===== src/rtl/uart_pkg.sv =====
// Shared UART definitions: parity modes, transmitter states and frame sizing.
// Reused by the transmitter, the receiver and the benches.
package uart_pkg;

    typedef enum logic [1:0] {PAR_NONE, PAR_EVEN, PAR_ODD} parity_e;

    typedef enum logic [2:0] {IDLE, START, DATA, PARITY, STOP} tx_state_e;

    function automatic int frame_bits(input int data_w, input int parity, input int stop_bits);
        return 1 + data_w + ((parity != 0) ? 1 : 0) + stop_bits;
    endfunction

endpackage


===== src/rtl/tx_fifo.sv =====
// Synchronous DEPTH-entry FIFO with flush and sticky overflow; rdata shows the head combinationally.
// Writes while full are dropped and flag ovf; flush clears contents and ovf and beats a same-cycle write.
module tx_fifo
    import uart_pkg::*;
#(
    parameter int DATA_W = 8,
    parameter int DEPTH  = 4
) (
    input  logic                     clk,
    input  logic                     rst_n,
    input  logic                     push,
    input  logic                     pop,
    input  logic                     flush,
    input  logic [DATA_W-1:0]        wdata,
    output logic [DATA_W-1:0]        rdata,
    output logic                     full,
    output logic                     empty,
    output logic [$clog2(DEPTH):0]   count,
    output logic                     ovf
);

    localparam int AW = $clog2(DEPTH);
    localparam int CW = AW + 1;

    logic [DATA_W-1:0] mem_q [DEPTH];
    logic [AW-1:0]     wr_ptr_q, rd_ptr_q;
    logic [CW-1:0]     count_q, count_d;
    logic              ovf_q;
    logic              push_ok, pop_ok;

    assign full    = (count_q == CW'(DEPTH));
    assign empty   = (count_q == '0);
    assign count   = count_q;
    assign ovf     = ovf_q;
    assign rdata   = mem_q[rd_ptr_q];
    assign push_ok = push && !full && !flush;
    assign pop_ok  = pop && !empty && !flush;

    always_comb begin
        count_d = count_q;
        case ({push_ok, pop_ok})
            2'b10:   count_d = count_q + CW'(1);
            2'b01:   count_d = count_q - CW'(1);
            default: count_d = count_q;
        endcase
    end

    always_ff @(posedge clk or negedge rst_n) begin
        if (!rst_n) begin
            wr_ptr_q <= '0;
            rd_ptr_q <= '0;
            count_q  <= '0;
            ovf_q    <= 1'b0;
        end else if (flush) begin
            wr_ptr_q <= '0;
            rd_ptr_q <= '0;
            count_q  <= '0;
            ovf_q    <= 1'b0;
        end else begin
            if (push_ok) wr_ptr_q <= wr_ptr_q + AW'(1);
            if (pop_ok)  rd_ptr_q <= rd_ptr_q + AW'(1);
            count_q <= count_d;
            // a pop in the same cycle does not rescue a write against a full FIFO
            if (push && full) ovf_q <= 1'b1;
        end
    end

    always_ff @(posedge clk) begin
        if (push_ok) mem_q[wr_ptr_q] <= wdata;
    end

endmodule


===== src/rtl/uart_tx_buf.sv =====
// Buffered UART transmitter: FIFO feeding a start/data/parity/stop serialiser, TX low 2 edges after a write to an idle block.
// Writers never stall: writes while full are dropped and recorded in the sticky ovf flag.
module uart_tx_buf
    import uart_pkg::*;
#(
    parameter int BAUD_DIV  = 2604,
    parameter int DATA_W    = 8,
    parameter int DEPTH     = 4,
    parameter int PARITY    = 0,
    parameter int STOP_BITS = 1
) (
    input  logic                     clk,
    input  logic                     rst_n,
    input  logic                     wr_en,
    input  logic [DATA_W-1:0]        wr_data,
    input  logic                     flush,
    output logic                     full,
    output logic                     empty,
    output logic [$clog2(DEPTH):0]   count,
    output logic                     ovf,
    output logic                     busy,
    output logic                     tx_done,
    output logic                     TX
);

    localparam int BW = $clog2(BAUD_DIV);
    localparam int NW = 4;

    tx_state_e         state_q, state_d;
    logic [BW-1:0]     baud_q;
    logic [NW-1:0]     bit_q;
    logic [DATA_W-1:0] shift_q;
    logic              par_q;
    logic [DATA_W-1:0] fifo_rdata;
    logic              pop, tick, data_last, stop_last;

    tx_fifo #(.DATA_W(DATA_W), .DEPTH(DEPTH)) u_fifo (
        .clk   (clk),
        .rst_n (rst_n),
        .push  (wr_en),
        .pop   (pop),
        .flush (flush),
        .wdata (wr_data),
        .rdata (fifo_rdata),
        .full  (full),
        .empty (empty),
        .count (count),
        .ovf   (ovf)
    );

    assign tick      = (baud_q == BW'(BAUD_DIV - 1));
    assign data_last = tick && (bit_q == NW'(DATA_W - 1));
    assign stop_last = (state_q == STOP) && tick && (bit_q == NW'(STOP_BITS - 1));

    always_ff @(posedge clk or negedge rst_n) begin
        if (!rst_n) state_q <= IDLE;
        else        state_q <= state_d;
    end

    always_comb begin
        state_d = state_q;
        case (state_q)
            IDLE:             if (!empty)    state_d = START;
            START:            if (tick)      state_d = DATA;
            DATA:             if (data_last) state_d = (PARITY != 0) ? uart_pkg::PARITY : STOP;
            uart_pkg::PARITY: if (tick)      state_d = STOP;
            STOP:             if (stop_last) state_d = empty ? IDLE : START;
            default:                         state_d = IDLE;
        endcase
    end

    always_comb begin
        TX = 1'b1;
        case (state_q)
            START:            TX = 1'b0;
            DATA:             TX = shift_q[0];
            uart_pkg::PARITY: TX = par_q;
            default:          TX = 1'b1;
        endcase
        busy    = (state_q != IDLE);
        tx_done = stop_last;
        // back-to-back frames pop on the final stop cycle, so no idle bit appears
        pop     = !empty && ((state_q == IDLE) || stop_last);
    end

    always_ff @(posedge clk or negedge rst_n) begin
        if (!rst_n) begin
            baud_q  <= '0;
            bit_q   <= '0;
            shift_q <= '0;
            par_q   <= 1'b0;
        end else begin
            if (pop) begin
                shift_q <= fifo_rdata;
                par_q   <= (PARITY == 2) ? ~^fifo_rdata : ^fifo_rdata;
            end else if (state_q == DATA && tick) begin
                shift_q <= shift_q >> 1;
            end
            // restart bit timing on every state entry so frames never drift
            if (state_d != state_q) begin
                baud_q <= '0;
                bit_q  <= '0;
            end else begin
                baud_q <= tick ? '0 : baud_q + BW'(1);
                if (tick) bit_q <= bit_q + NW'(1);
            end
        end
    end

endmodule


===== config.mk =====
export PLATFORM = sky130hd
export DESIGN_NAME = uart_tx_buf
export DESIGN_NICKNAME = d
export VERILOG_FILES = /design/src/rtl/uart_pkg.sv /design/src/rtl/tx_fifo.sv /design/src/rtl/uart_tx_buf.sv
export SDC_FILE = /design/constraint.sdc
export NUM_CORES = 1
export LEC_CHECK = 0
export BUFFER_PORTS_ARGS = -buffer_cell sky130_fd_sc_hd__buf_2
export CORE_AREA = 4 4 59 115
export DETAILED_ROUTE_END_ITERATION = 7
export DIE_AREA = 0 0 63 119
export PLACE_DENSITY = 0.74
export SLEW_MARGIN = 20
export SYNTH_ARGS = -nofsm -noshare
export SYNTH_HDL_FRONTEND = slang
export SYNTH_SLANG_ARGS = --single-unit

===== constraint.sdc =====
create_clock -name clk -period 2.8 [get_ports clk]
set_input_delay 0.56 -clock clk [delete_from_list [all_inputs] [get_ports clk]]
set_output_delay 0.56 -clock clk [all_outputs]
set_load 0.1 [all_outputs]

-- Word-level counts from Yosys, hierarchy flattened
Memories as Yosys holds them, arrays and structs flattened.
Cells that the tools add are included.
- bits in registers: 36
- bits in writable memories: 32
- input port bits: 12
- output and inout bits: 9
- word-level logic and storage cells: 75
- memories: 1
- memories (name ; words ; bits a word ; read ports ; clocked after Yosys merged registers in ; write ports ; line ; source):
    u_fifo.mem_q ; 4 ; 8 ; 1 ; 0 ; 1 ; tx_fifo.sv:25 ; logic [DATA_W-1:0] mem_q [DEPTH];
- $add $sub $neg: 6
- equal/unequal tests: 10
- multiplexer cells: 24
- reduce and logical (&&, ||, !) cells: 25
- operators by type and width (kind ; count):
    12-bit 2-to-1 mux ; 2
    3-bit 2-to-1 mux ; 6
    8-bit 2-to-1 mux ; 2
    3-bit case mux with 5 select lines ; 1
    12-bit by 1-bit adder with 12-bit output, second input constant ; 1
    12-bit equality test, second input constant ; 1
    1-bit logical AND ; 10
    2-bit nonzero test ; 5
    2-bit 2-to-1 mux ; 4
    4-bit 2-to-1 mux ; 2
    8-bit XOR reduction ; 1
    3-bit by 2-bit equality test with 1-bit output, second input constant ; 2
    3-bit equality test, second input constant ; 2
    3-bit logical NOT ; 2
    3-bit case mux with 2 select lines ; 1
    3-bit nonzero test ; 2
    1-bit 2-to-1 mux ; 5
    2-bit by 1-bit adder with 2-bit output, second input constant ; 2
    4-bit by 1-bit adder with 4-bit output, second input constant ; 1
    4-bit by 3-bit equality test with 1-bit output, second input constant ; 1
    4-bit logical NOT ; 1
    3-bit by 1-bit adder with 3-bit output, second input constant ; 1
    3-bit by 1-bit equality test with 1-bit output, second input constant ; 1
    1-bit logical NOT ; 3
    6 further kinds ; 6

-- Longest topological paths before layout
- depth in word-level cells: 10
- mapped depth: 10
- depth with buffers taken out: 9

-- By module
Synthesis repeated with hierarchy kept, for this count alone.
- cells, all modules: 267
- area total of the unflattened synthesis: 3417.0 um2
- modules (own cells, without submodules) (module ; instances ; cells each ; area each (um2) ; seq. area each (um2)):
    tx_fifo ; 1 ; 114 ; 1814.2 ; 1161.1
    uart_tx_buf ; 1 ; 153 ; 1602.8 ; 700.7

-- Worst setup path before layout
No wires, ideal clock.
- path kind: reg2reg
- start point: register u_fifo.count_q[2] (netlist: u_fifo.count[2])
- end point: register u_fifo.count_q[2] (netlist: u_fifo.count[2])
- library setup time: 0.128 ns
- arrival: 4.643 ns
- setup slack: -1.971 ns
- stages on the path, launching flop included: 8
- buffers on the path: 0
- clock period less this slack: 4.771 ns
- path through: dfrtp_1 -> nor3b_1 -> nand2b_1 -> nand3_1 -> nor2_1 -> fa_1 -> mux2i_1 -> mux2_1
- elaborated cells on any way between the ends: 16
- RTL lines (what ; line ; source):
    start: declaration ; tx_fifo.sv:27 ; logic [CW-1:0] count_q, count_d;
    start signal: assignment ; tx_fifo.sv:62 ; count_q <= count_d;
    3-bit equality test * ; tx_fifo.sv:31 ; assign full = (count_q == CW'(DEPTH));
    net full ; uart_tx_buf.sv:17 ; output logic full,
    1-bit logical NOT * ; tx_fifo.sv:36 ; assign push_ok = push && !full && !flush;
    1-bit logical AND * (2 in a row) ; tx_fifo.sv:36 ;
    2-bit by 1-bit equality test with 1-bit output or 2-bit equality test (tied branches) ; tx_fifo.sv:41 ; case ({push_ok, pop_ok})
    3-bit case mux with 2 select lines ; tx_fifo.sv:41 ;
    3-bit 2-to-1 mux ; tx_fifo.sv:54 ; end else if (flush) begin
Mark *: on every way through the listed nets, which the timed path passes. The rest lies on a longest branch.
A chain may end at the register's enable or synchronous reset.

-- Worst setup path in the final report
- start point: register baud_q[6]
- end point: output tx_done
- word-level cells in the longest chain between the ends: 3
- ends and longest elaborated chain (what ; line ; source):
    start: declaration ; uart_tx_buf.sv:30 ; logic [BW-1:0] baud_q;
    start signal: assignment ; uart_tx_buf.sv:104 ; baud_q <= tick ? '0 : baud_q + BW'(1);
    12-bit equality test ; uart_tx_buf.sv:51 ; assign tick = (baud_q == BW'(BAUD_DIV - 1));
    1-bit logical AND (2 in a row) ; uart_tx_buf.sv:53 ; assign stop_last = (state_q == STOP) && tick && (bit_q == NW'(STOP_BITS - 1));
    end: declaration ; uart_tx_buf.sv:22 ; output logic tx_done,
No other way between the ends.

==> summary.md <==
| Metric | Value |
|---|---|
| Status | finished, final reports clean |
| Routed WL | 5460 um |
| Net Sw Frac | 0.315 |
| Synthesized cell area | approximately 3100 um^2 |
| Starting Density | 0.527 |
| CTS root buffer | clkbuf_16 |
| HP Class | in -> async |
| Post-route DRC | 0 |
| Slew HR | 0.467 |
| Most common cell after layout, fill and taps aside | dfrtp_1 |
| NetSw | around 980 uW |
| Commonest cells after routing, fill and taps aside | dfrtp_1, edfxtp_1, nor2_1 |
| PortBufs | 20 |
| Area Growth Syn to Fin | 17.2% |
| Chip Width | 63 um |
| H-tree depth | 3 |
| Worst setup margin | 67.8 ps |
| Minimum clock period | roughly 2700 ps |
| GRT overflow | 0 |
| # rows | 40 |
| Die area | 7500 um^2 |
| Syn avg cell area | between 10 and 15 um^2 |
| CP max stage delay | between 500 and 600 ps |
| Antenna diode count | 0 |
| Synth Register Bits | 68 |
| Crit Path Class | reg -> out |
| Required @ worst endpoint | roughly 2200 ps |
| First-pass GRT wire length | 9700 um |
| Clock Sinks | 68 |
| Sequential fraction of the synthesis area | 0.593 |
| Clk slew on worst S/H paths | 60 ps |
| Skew final | 6.26 ps |
| Type of destination of the critical path | primary output |
| RSZ-0062 raised after global routing | false |
| Core area | 5960 um^2 |
| CTS tree | built |
| Internal power | 2140 uW |
| PwrDens | 849 nW/um^2 |
| Final Hold Viols | 0 |
| Initial antenna violation count | 0 |
| Gate count of the mapped netlist | between 200 and 300 |
| Seq pwr share | 0.421 |
| Boundary pin count | 21 |
| CP max FO | 6 |
| Via Count | between 1500 and 2000 |
| Logic pwr share | 0.213 |
| Share of layout cells above drive strength 1 | 0.221 |
| Vias in the first global route | around 2100 |
| Clock Path Buffers | 2 |
| Syn Nets | 275 |
| Hpwl dp | 3930 um |
| Num CTS Buffers | 9 |
| Crit path DAT | 2170 ps |
| CP Launch Type | flop |
| Fin area | 3680 um^2 |
| Synth cell types | 39 |
| Placed inst area | 3360 um^2 |
| Worst-Skew Late Latency | 340 ps |
| IR drop worst, VDD | ~650 uV |
| Drt wl/cell | 15.5 um |
| Final Setup Violations | 0 |
| DRT iter0 DRCs | 135 |
| Largest net degree at the start of global routing | 37 |
| Period utilisation layout | 0.976 |
| Place WS | 143 ps |
| Cells along the critical path | or4b_4 -> or3_4 -> buf_4 -> nor2_4 -> buf_12 |
| DRT antenna net count | 0 |
| Max-slew violations | 0 |
| Leakage Power | 0.00153 uW |
| Top delay family on crit path | simple AND/OR/NAND/NOR gates |
| Global-route usage over all layers | 0.171 |
| Max_cap viols | 0 |
| Final nets | 304 |
| CP Buf/Inv Count | 2 |
| Hold_ws | 312 ps |
| CP max-delay cell | or4b_4 |
| Die Height | 119 um |
| GPL Wtd Cong | between 0.8 and 0.9 |
| Peak Freq | ~370 MHz |
| Clock power frac | 0.366 |
| DRT Pass-1 Iters | 4 |
| Actual slew at the worst max-slew pin | 799 ps |
| Final Util | 0.618 |
| Yosys warnings | 0 |
| Vias per cell | 5.58 |
## worst paths after layout
| check | slack (ps) | depth (start not counted) | from | end |
|---|---|---|---|---|
| min in group clk | 430 | 1 | wr_data[3] | u_fifo.mem_q[2][3] |
| max in group asynchronous | 1900 | 1 | rst_n | u_fifo.count[2] |
| worst max-delay path | 70 | 5 | baud_q[6] | tx_done |
| worst max register to register | 150 | 8 | baud_q[6] | u_fifo.count[2] |
| worst min-delay path | 310 | 1 | rst_n | bit_q[1] |
| worst min register to register | 490 | 1 | baud_q[0] | baud_q[0] |
## area by class of cell
class                   instances  area [um^2]
clock buffers                   9          225
clock inverters                 7         80.1
fillers                       465         2280
inverters                       9         33.8
multi-input cells             170         1230
flip-flops and latches         68         1870
well taps                      63         78.8
repair buffers                 26          160
## synth_stat cells
library cell | n | area share
and2_1 | 4 | 0.0080
o21ai_0 | 11 | 0.018
edfxtp_1 | 32 | 0.31
mux2_1 | 1 | 0.0036
xnor2_1 | 14 | 0.039
buf_2 | 4 | 0.0064
nor2b_1 | 2 | 0.0040
xor2_1 | 8 | 0.022
nand4b_1 | 1 | 0.0028
ha_1 | 7 | 0.028
nand2_1 | 24 | 0.029
and3_1 | 5 | 0.010
clkbuf_1 | 3 | 0.0036
o21ai_1 | 2 | 0.0032
nor2_1 | 28 | 0.033
or3b_2 | 1 | 0.0028
nand3_1 | 12 | 0.019
o21a_1 | 2 | 0.0048
nand3b_1 | 2 | 0.0048
buf_1 | 1 | 0.0012
a21oi_1 | 8 | 0.013
or2_1 | 1 | 0.0020
nor3_4 | 1 | 0.0052
or4b_4 | 1 | 0.0044
nor3b_1 | 4 | 0.0096
a31o_2 | 2 | 0.0056
or2_2 | 1 | 0.0020
nand4_1 | 1 | 0.0020
nor2_2 | 1 | 0.0020
nor3_1 | 4 | 0.0064
a22oi_1 | 1 | 0.0024
o21a_4 | 1 | 0.0048
nand2b_1 | 1 | 0.0020
or3_1 | 3 | 0.0060
fa_1 | 1 | 0.0064
mux2i_1 | 7 | 0.022
mux4_2 | 8 | 0.057
inv_1 | 9 | 0.011
dfrtp_1 | 36 | 0.29
## power groups by stage
stage                     Sequential (uW)  Clock (uW)  Combinational [uW]
after CTS                            1320        1160                 677
after global placement               1330           0                 661
after global routing                 1340        1210                 741
after floorplan                      1340           0                 510
after detailed placement             1340           0                 671
final                                1320        1140                 666
## registers in the layout, indices dropped and copies added, names as in the netlist, 2 cells and up
signal and cells:
state_q 3, u_fifo.rd_ptr_q 2, shift_q 8, u_fifo.count 3, u_fifo.wr_ptr_q 2, baud_q 12, bit_q 4, u_fifo.mem_q 32
## worst reg2reg max path: cells and delay by family (launching register included)
kind / cells / cell delay, ps
and+or+nand+nor: 4 / 1200
muxes: 2 / 520
DFF: 1 / 410
adders and majority gates: 1 / 190
AOI/OAI and AO/OA: 1 / 210
## cells by family after synthesis
| kind of cell | count (synthesis) | synth area share |
|---|---|---|
| AO/OA/AOI/OAI | 27 | 0.0510 |
| XOR/XNOR | 22 | 0.0614 |
| adder cells (fa/ha/maj) | 8 | 0.0343 |
| buffers and inverters | 17 | 0.0219 |
| flip-flops | 68 | 0.593 |
| multiplexers | 16 | 0.0833 |
| AND/OR/NAND/NOR | 97 | 0.155 |
## stage by stage
stage | TNS [ps] | total power, uW | cells
floorplan | -86.3 | 1850 | 255
global placement | 0 | 1990 | 336
detailed placement | 0 | 2010 | 336
CTS | 0 | 3150 | 352
global route | 0 | 3290 | 352
finish | 0 | 3120 | 352
## repair_timing
item / 4_1_cts / 5_1_grt
endpoints found under the setup margin: 0 / 1
gates resized for setup: 0 / 2
buffers inserted: 0 / 0
hold buffers: 0 / 0
## layer usage
metal | GRT usage | share of wire | up-vias
met5 | 0 | 0 | -
met3 | 0.0481 | 0.030 | 13
met1 | 0.175 | 0.38 | 971
met4 | 0.109 | 0.033 | 0
met2 | 0.300 | 0.56 | 25
li1 | - | - | 955
No activity file was read; power rests on OpenSTA's default activity.
